## src/rtl/match_ctrl.sv

```systemverilog
// Match sequencer: edge-detects keys, runs the round FSM, keeps score
// and issues at most one action command per key per video frame.
module match_ctrl #(
  parameter int COUNTDOWN_FRAMES  = 180,
  parameter int ROUND_OVER_FRAMES = 120,
  parameter int WIN_SCORE         = 5,
  parameter int SCORE_W           = 3
) (
  input  logic               Clk,
  input  logic               Reset_n,
  input  logic               frame_tick,
  input  logic               pone_dive,
  input  logic               pone_kick,
  input  logic               ptwo_dive,
  input  logic               ptwo_kick,
  input  logic               game_start,
  input  logic               hit_pone,
  input  logic               hit_ptwo,
  output logic [2:0]         state,
  output logic               p1_dive_cmd,
  output logic               p1_kick_cmd,
  output logic               p2_dive_cmd,
  output logic               p2_kick_cmd,
  output logic [7:0]         frames_left,
  output logic [SCORE_W-1:0] score_p1,
  output logic [SCORE_W-1:0] score_p2,
  output logic [1:0]         round_result,
  output logic [1:0]         match_winner
);

  typedef enum logic [2:0] {
    S_IDLE  = 3'd0,
    S_CD    = 3'd1,
    S_FIGHT = 3'd2,
    S_RO    = 3'd3,
    S_MO    = 3'd4
  } state_e;

  localparam logic [7:0] CD_F = 8'(COUNTDOWN_FRAMES);
  localparam logic [7:0] RO_F = 8'(ROUND_OVER_FRAMES);
  localparam logic [SCORE_W-1:0] WIN = SCORE_W'(WIN_SCORE);
  localparam logic [SCORE_W-1:0] SMAX = '1;

  state_e             state_q, state_d;
  logic [4:0]         prev_q, prev_d;
  logic [3:0]         pend_q, pend_d;
  logic [3:0]         cmd_q, cmd_d;
  logic [7:0]         frames_q, frames_d;
  logic [SCORE_W-1:0] s1_q, s1_d, s2_q, s2_d;
  logic [1:0]         rr_q, rr_d, mw_q, mw_d;
  logic [4:0]         keys, press;

  // key order: {start, p2 kick, p2 dive, p1 kick, p1 dive}
  assign keys = {game_start, ptwo_kick, ptwo_dive, pone_kick, pone_dive};
  assign press = keys & ~prev_q;

  always_comb begin
    state_d  = state_q;
    prev_d   = keys;
    pend_d   = '0;
    cmd_d    = '0;
    frames_d = frames_q;
    s1_d     = s1_q;
    s2_d     = s2_q;
    rr_d     = rr_q;
    mw_d     = mw_q;
    unique case (state_q)
      S_IDLE: begin
        frames_d = '0;
        if (press[4]) begin
          state_d  = S_CD;
          frames_d = CD_F;
        end
      end
      S_CD: begin
        if (frame_tick) begin
          if (frames_q <= 8'd1) begin
            state_d  = S_FIGHT;
            frames_d = '0;
          end else begin
            frames_d = frames_q - 8'd1;
          end
        end
      end
      S_FIGHT: begin
        frames_d = '0;
        if (hit_pone || hit_ptwo) begin
          state_d  = S_RO;
          frames_d = RO_F;
          if (hit_pone && hit_ptwo) begin
            rr_d = 2'd3;
          end else if (hit_ptwo) begin
            rr_d = 2'd1;
            if (s1_q != SMAX) s1_d = s1_q + 1'b1;
          end else begin
            rr_d = 2'd2;
            if (s2_q != SMAX) s2_d = s2_q + 1'b1;
          end
        end else if (frame_tick) begin
          // a press on the tick itself rolls into the next frame
          cmd_d  = pend_q;
          pend_d = press[3:0];
        end else begin
          pend_d = pend_q | press[3:0];
        end
      end
      S_RO: begin
        if (frame_tick) begin
          if (frames_q <= 8'd1) begin
            if (s1_q == WIN || s2_q == WIN) begin
              state_d  = S_MO;
              frames_d = '0;
              mw_d     = (s1_q == WIN) ? 2'd1 : 2'd2;
            end else begin
              state_d  = S_CD;
              frames_d = CD_F;
            end
          end else begin
            frames_d = frames_q - 8'd1;
          end
        end
      end
      S_MO: begin
        frames_d = '0;
        if (press[4]) begin
          state_d  = S_CD;
          frames_d = CD_F;
          s1_d     = '0;
          s2_d     = '0;
          rr_d     = '0;
          mw_d     = '0;
        end
      end
      default: begin
        state_d  = S_IDLE;
        frames_d = '0;
      end
    endcase
  end

  always_ff @(posedge Clk or negedge Reset_n) begin
    if (!Reset_n) begin
      state_q  <= S_IDLE;
      prev_q   <= '1;
      pend_q   <= '0;
      cmd_q    <= '0;
      frames_q <= '0;
      s1_q     <= '0;
      s2_q     <= '0;
      rr_q     <= '0;
      mw_q     <= '0;
    end else begin
      state_q  <= state_d;
      prev_q   <= prev_d;
      pend_q   <= pend_d;
      cmd_q    <= cmd_d;
      frames_q <= frames_d;
      s1_q     <= s1_d;
      s2_q     <= s2_d;
      rr_q     <= rr_d;
      mw_q     <= mw_d;
    end
  end

  assign state        = state_q;
  assign p1_dive_cmd  = cmd_q[0];
  assign p1_kick_cmd  = cmd_q[1];
  assign p2_dive_cmd  = cmd_q[2];
  assign p2_kick_cmd  = cmd_q[3];
  assign frames_left  = frames_q;
  assign score_p1     = s1_q;
  assign score_p2     = s2_q;
  assign round_result = rr_q;
  assign match_winner = mw_q;

endmodule

```

## config.mk

```make
export PLATFORM = sky130hd
export DESIGN_NAME = match_ctrl
export DESIGN_NICKNAME = d
export VERILOG_FILES = /design/src/rtl/match_ctrl.sv
export SDC_FILE = /design/constraint.sdc
export NUM_CORES = 1
export LEC_CHECK = 0
export BUFFER_PORTS_ARGS = -buffer_cell sky130_fd_sc_hd__buf_2
export CAP_MARGIN = 10
export CORE_MARGIN = 4
export CORE_UTILIZATION = 54
export CTS_CLUSTER_DIAMETER = 50
export CTS_CLUSTER_SIZE = 40
export DETAILED_ROUTE_END_ITERATION = 10
export HOLD_SLACK_MARGIN = 0.1
export PLACE_DENSITY = 0.78
export SYNTH_ARGS = -nofsm -noshare
export SYNTH_HDL_FRONTEND = slang
export SYNTH_SLANG_ARGS = --single-unit
```

## constraint.sdc

```tcl
create_clock -name Clk -period 2.5 [get_ports Clk]
set_input_delay 0.5 -clock Clk [delete_from_list [all_inputs] [get_ports Clk]]
set_output_delay 0.5 -clock Clk [all_outputs]
set_load 0.005 [all_outputs]
```

Word-level counts from Yosys, hierarchy flattened

Cells that the tools add are included.

RAM bits: 0
Bits in read-only memories: 0
Memories: 0
Latch bits: 0
Flip-flop bits (word level): 34
Output and inout port bits: 25

Reduce and logical (&&, ||, !) cells: 13
Multiplexer cells: 43
Shift-type cells: 0
$add $sub $neg: 3
Equal/unequal tests: 21
Multiply operators: 0
Order comparisons: 1
Bitwise gates (word level): 3
Divide/modulo/power cells: 0

Operator list:

| operator                                             | number |
|---|---|
| 2-to-1 mux 3 bit                                     | 16 |
| 2-to-1 mux 8 bit                                     | 6 |
| one-hot mux 8 bit (4 select lines)                   | 1 |
| 2-to-1 mux 4 bit                                     | 6 |
| inequality test 2 bit (second input constant)        | 12 |
| AND reduction 6 bit                                  | 3 |
| 2-to-1 mux 2 bit                                     | 8 |
| one-hot mux 3 bit (2 select lines)                   | 2 |
| one-hot mux 3 bit (4 select lines)                   | 1 |
| equality test 3 bit (second input constant)          | 3 |
| <= comparator 8 x 1 -> 1 bit (second input constant) | 1 |
| one-hot mux 2 bit (2 select lines)                   | 2 |
| subtractor 8 x 1 -> 8 bit (second input constant)    | 1 |
| 2-to-1 mux 7 bit                                     | 1 |
| adder 3 x 1 -> 3 bit (second input constant)         | 2 |
| equality test 3 x 2 -> 1 bit (second input constant) | 2 |
| inequality test 3 bit (second input constant)        | 2 |
| AND 5 bit                                            | 1 |
| inverter 5 bit                                       | 1 |
| AND reduction 5 bit                                  | 1 |
| OR 4 bit                                             | 1 |
| nonzero test 2 bit                                   | 2 |
| equality test 3 x 1 -> 1 bit (second input constant) | 1 |
| zero test 3 bit                                      | 1 |
| 6 further kinds                                      | 7 |

Depth between registers and ports, before layout

Depth in word-level cells: 6
Mapped depth: 7

Worst setup path before layout

No wires, ideal clock.

Kind: flip-flop to flip-flop
Start: register frames_q[4], in the netlist frames_left[4]
End: register mw_q[0], in the netlist match_winner[0]
Setup slack: 0.395 ns
Cell stages (with the launch flop): 6
Arrival: 1.980 ns
Buffers on the path: 1
Setup time: 0.125 ns
Clock period less this slack: 2.105 ns
Path through: dfrtp_1 -> or4_1 -> buf_2 -> or3_4 -> a22oi_4 -> mux2_4

Word-level cells in the longest chain between the ends: 3

RTL lines:

| what                                   | line | source |
|---|---|---|
| start: declaration                     | 48   | `logic [7:0] frames_q, frames_d;` |
| start signal: assignment               | 157  | `frames_q <= frames_d;` |
| <= comparator 8 x 1 -> 1 bit           | 109  | `if (frames_q <= 8'd1) begin` |
| inequality test 2 bit (no source line) | --   |  |
| AND reduction 5 bit (no source line)   | --   |  |
| end signal: assignment                 | 161  | `mw_q <= mw_d;` |
| end: declaration                       | 50   | `logic [1:0] rr_q, rr_d, mw_q, mw_d;` |

No other way between the ends.
A chain may end at the register's enable or synchronous reset.

Final worst setup path

Same ends and word-level chain as after synthesis.

==> implementation parameters <==
Parameter                              Value

Placed design
  Half-perimeter wire length of the detailed placement result ... 2.963 mm
  Routability cong. ... 0.8245
  Total of buffers placed on input and output ports ... 34

Yosys
  Post-synthesis register bit count ... 34
  Distinct cell type count of the synthesized netlist ... 48
  Cell area after technology mapping ... 1800 sq um
  Number of flops mapped to enable cells by yosys ... 0
  Synthesized Nets ... 200
  Most instantiated flip-flop cell in the synthesis netlist ... dfrtp_1
  Post-Syn Instances ... 182
  Async SR Flop Fraction ... 1.000
  Mean area per synthesized cell ... 9.893 sq um
  Share of synthesized area occupied by flip-flops and latches ... 0.4760
  Synthesis Warnings ... 0

Timing
  Number of pins exceeding their max-slew limit in the final report ... 0
  Worst-case hold slack ... 206.6 ps
  Achievable Freq ... 0.4564 GHz
  Final cycle utilization of the critical path ... 0.8765
  Measured slew at the worst slew-check pin ... 759.0 ps
  Unrepaired setup endpoints after global routing ... false
  Max Clock Skew ... 5.956 ps
  Worst relative slew slack ... 0.4940
  Final setup TNS ... 0 ps
  Total of endpoints with negative setup slack in the final report ... 0
  Final min period ... 2191 ps
  Fin. Hold Viols ... 0

Clock tree
  # H-tree levels ... 2
  Clock tree from TritonCTS ... built
  Setup fix buffers added after clock tree synthesis ... 0
  Clk_lat worst skew ... 350 ps
  Post-cts repair resize count ... 0
  TritonCTS Buffers ... 5
  Number of clock sinks ... 34
  Root cell of the clock tree ... clkbuf_4
  Hold-fix buffers at CTS ... 0
  Clock-pin slew on the worst setup and hold paths ... 110 ps
  Maximum root-to-sink buffer count ... 2

Die
  Die H ... 65.74 um
  Boundary Pins ... 35
  Row count ... 20
  Area of the core region ... 3128 sq um
  Die ar. ... 4322 sq um
  Initial core utilization ... 0.5756
  Die X ... 65.74 um

Detailed routing
  Iteration-0 DRC Markers ... 101
  Drt wl/cell ... 15.77 um
  Remaining antenna violation count ... 0
  Number of optimization iterations in the first detailed-route pass ... 4
  DRC violations left ... 0
  Final routed wirelength across all metal layers ... 4.196 mm
  Detailed-route vias per instance ... 5.805
  Via total after detailed routing ... 1544

Setup path
  Source of the worst register-to-register timing path ... frames_left[4]
  Data arrival time at the worst-slack endpoint ... 2440 ps
  Cell with the largest stage delay on the worst path ... or4_1
  Timing startpoint of the critical path ... frames_left[4]
  Startpoint types ... register
  Critical path cell sequence ... or4_1 > or3_4 > a22oi_4 > mux2_4
  Largest fanout on the critical path ... 7
  Required @ worst endpoint ... 2750 ps
  Family of cells with the greatest summed delay on the critical path ... simple AND/OR/NAND/NOR gates
  Worst setup EP type ... register
  Critical path class ... register to register
  Combined buffer and inverter count along the critical path ... 0
  Largest stage delay on the critical path ... 640 ps

Worst hold path
  Worst Hold Class ... primary input to async pin

Power
  Clock network fraction of design power ... 0.156
  P_sw ... 908.1 uW
  Total internal power ... 1256 uW
  PwrDens ... 1034 nW/um^2
  Leakage power summed over all cells ... 0.001040 uW
  Power share of the combinational group ... 0.437
  Sw Share ... 0.4196
  Worst voltage drop across the vdd grid ... 0.5115 mV
  Flop pwr share ... 0.407

GRT
  First-pass GRT wire length ... 6.934 mm
  Via count of the first global-routing pass ... 1499
  Remaining Overflow, GRT ... 0
  GRT Resource Usage Total ... 0.2117
  Initial antenna violation count ... 0
  Maximum number of pins on one net before global-route repair ... 35

Cells and area
  Number of antenna repair diodes ... 0
  Layout net count ... 239
  Area growth syn-to-layout ... 16.19%
  Layout cell share with drive strength beyond 1 ... 0.2703

Outcome
  Run status ... completed

Job
  Number of maximum-capacitance violations ... 0
## stage by stage
step | instances | total power, uW | worst slack [ps] | util | instance area, sq um
floorplan | 182 | 1502 | 395.4 | - | 1800
global placement | 258 | 1764 | 352.9 | 0.6484 | 2028
detailed placement | 258 | 1820 | 328.0 | 0.6484 | 2028
CTS | 266 | 2161 | 318.0 | 0.6688 | 2092
global route | 266 | 2335 | 194.8 | 0.6688 | 2092
finish | 266 | 2164 | 308.8 | 0.6688 | 2092
## Yosys cell counts (3+ instances only)
cell / count / area (sq um)
and3_1: 5 / 31.28
nand2_1: 24 / 90.09
nor3b_1: 3 / 22.52
inv_1: 11 / 41.29
o21ai_0: 12 / 60.06
o31ai_1: 4 / 30.03
ha_1: 8 / 100.1
dfstp_2: 5 / 131.4
nor3_1: 5 / 25.02
a22oi_1: 6 / 45.04
nor2_1: 12 / 45.04
clkbuf_1: 4 / 15.01
or3_1: 4 / 25.02
dfrtp_1: 29 / 725.7
nor2b_1: 3 / 18.77
a21oi_1: 9 / 45.04
## worst register-to-register path, cell delays in order (launching register included)
cell and delay (ps):
dfrtp_1 460, or4_1 640, or3_4 440, a22oi_4 230, mux2_4 320
## path summary, 6_finish.rpt
kind	cells after the start	to	slack, ps
max in group asynchronous	1	score_p2[2]	1810
hold reg to reg	1	cmd_q[3]	530
min in group Clk	1	prev_q[3]	250
setup reg to reg	4	match_winner[0]	310
setup / recovery	4	match_winner[0]	310
hold / removal	1	frames_left[0]	210
## metal layers
metal | global-route usage | vias to the layer above | part of all wire
li1 | - | 737 | -
met1 | 0.2610 | 741 | 0.44
met2 | 0.3454 | 60 | 0.48
met3 | 0.06838 | 6 | 0.056
met4 | 0.07513 | 0 | 0.014
met5 | 0 | - | 0
## flip-flops by register name (all words and copies together) (netlist names)
name / cells
round_result: 2
score_p2: 3
state: 3
cmd_q: 4
frames_left: 8
score_p1: 3
pend_q: 4
prev_q: 5
match_winner: 2
## area by class of cell
cell class / instances / area, sq um
Tap cell: 44 / 55.05
Timing Repair Buffer: 37 / 192.7
Sequential cell: 34 / 857.1
Clock inverter: 2 / 12.51
Fill cell: 264 / 1036
Multi-Input combinational cell: 132 / 882.1
Inverter: 11 / 41.29
Clock buffer: 6 / 51.30
## cells in the final DEF (no fill, tap or decap), types with 4 or more instances in the layout
cell,instances
a21oi_1,9
a22oi_1,6
and3_1,5
buf_2,34
clkbuf_4,5
dfrtp_1,29
dfstp_2,5
ha_1,8
inv_1,11
nand2_1,24
nor2_1,12
nor3_1,5
o21ai_0,12
o31ai_1,4
or3_1,4
## power groups by stage
stage | clock, uW | sequential (uW) | combinational (uW)
finish | 337 | 881 | 946
floorplan | 0 | 842 | 660
CTS | 338 | 875 | 947
detailed placement | 0 | 887 | 933
global route | 374 | 907 | 1050
global placement | 0 | 868 | 896
## cells by family (layout without fill, tap and decap cells)
logic type	Yosys count	count (layout)	synth area share
AND/OR/NAND/NOR	69	69	0.1960
XOR/XNOR	2	2	0.009731
AO/OA/AOI/OAI	48	48	0.1946
flip-flops	34	34	0.4760
adder cells (fa/ha/maj)	8	8	0.05560
multiplexers	5	5	0.03405
buffers and inverters	16	56	0.03405
Note: power is estimated with default switching activity, not from simulation.
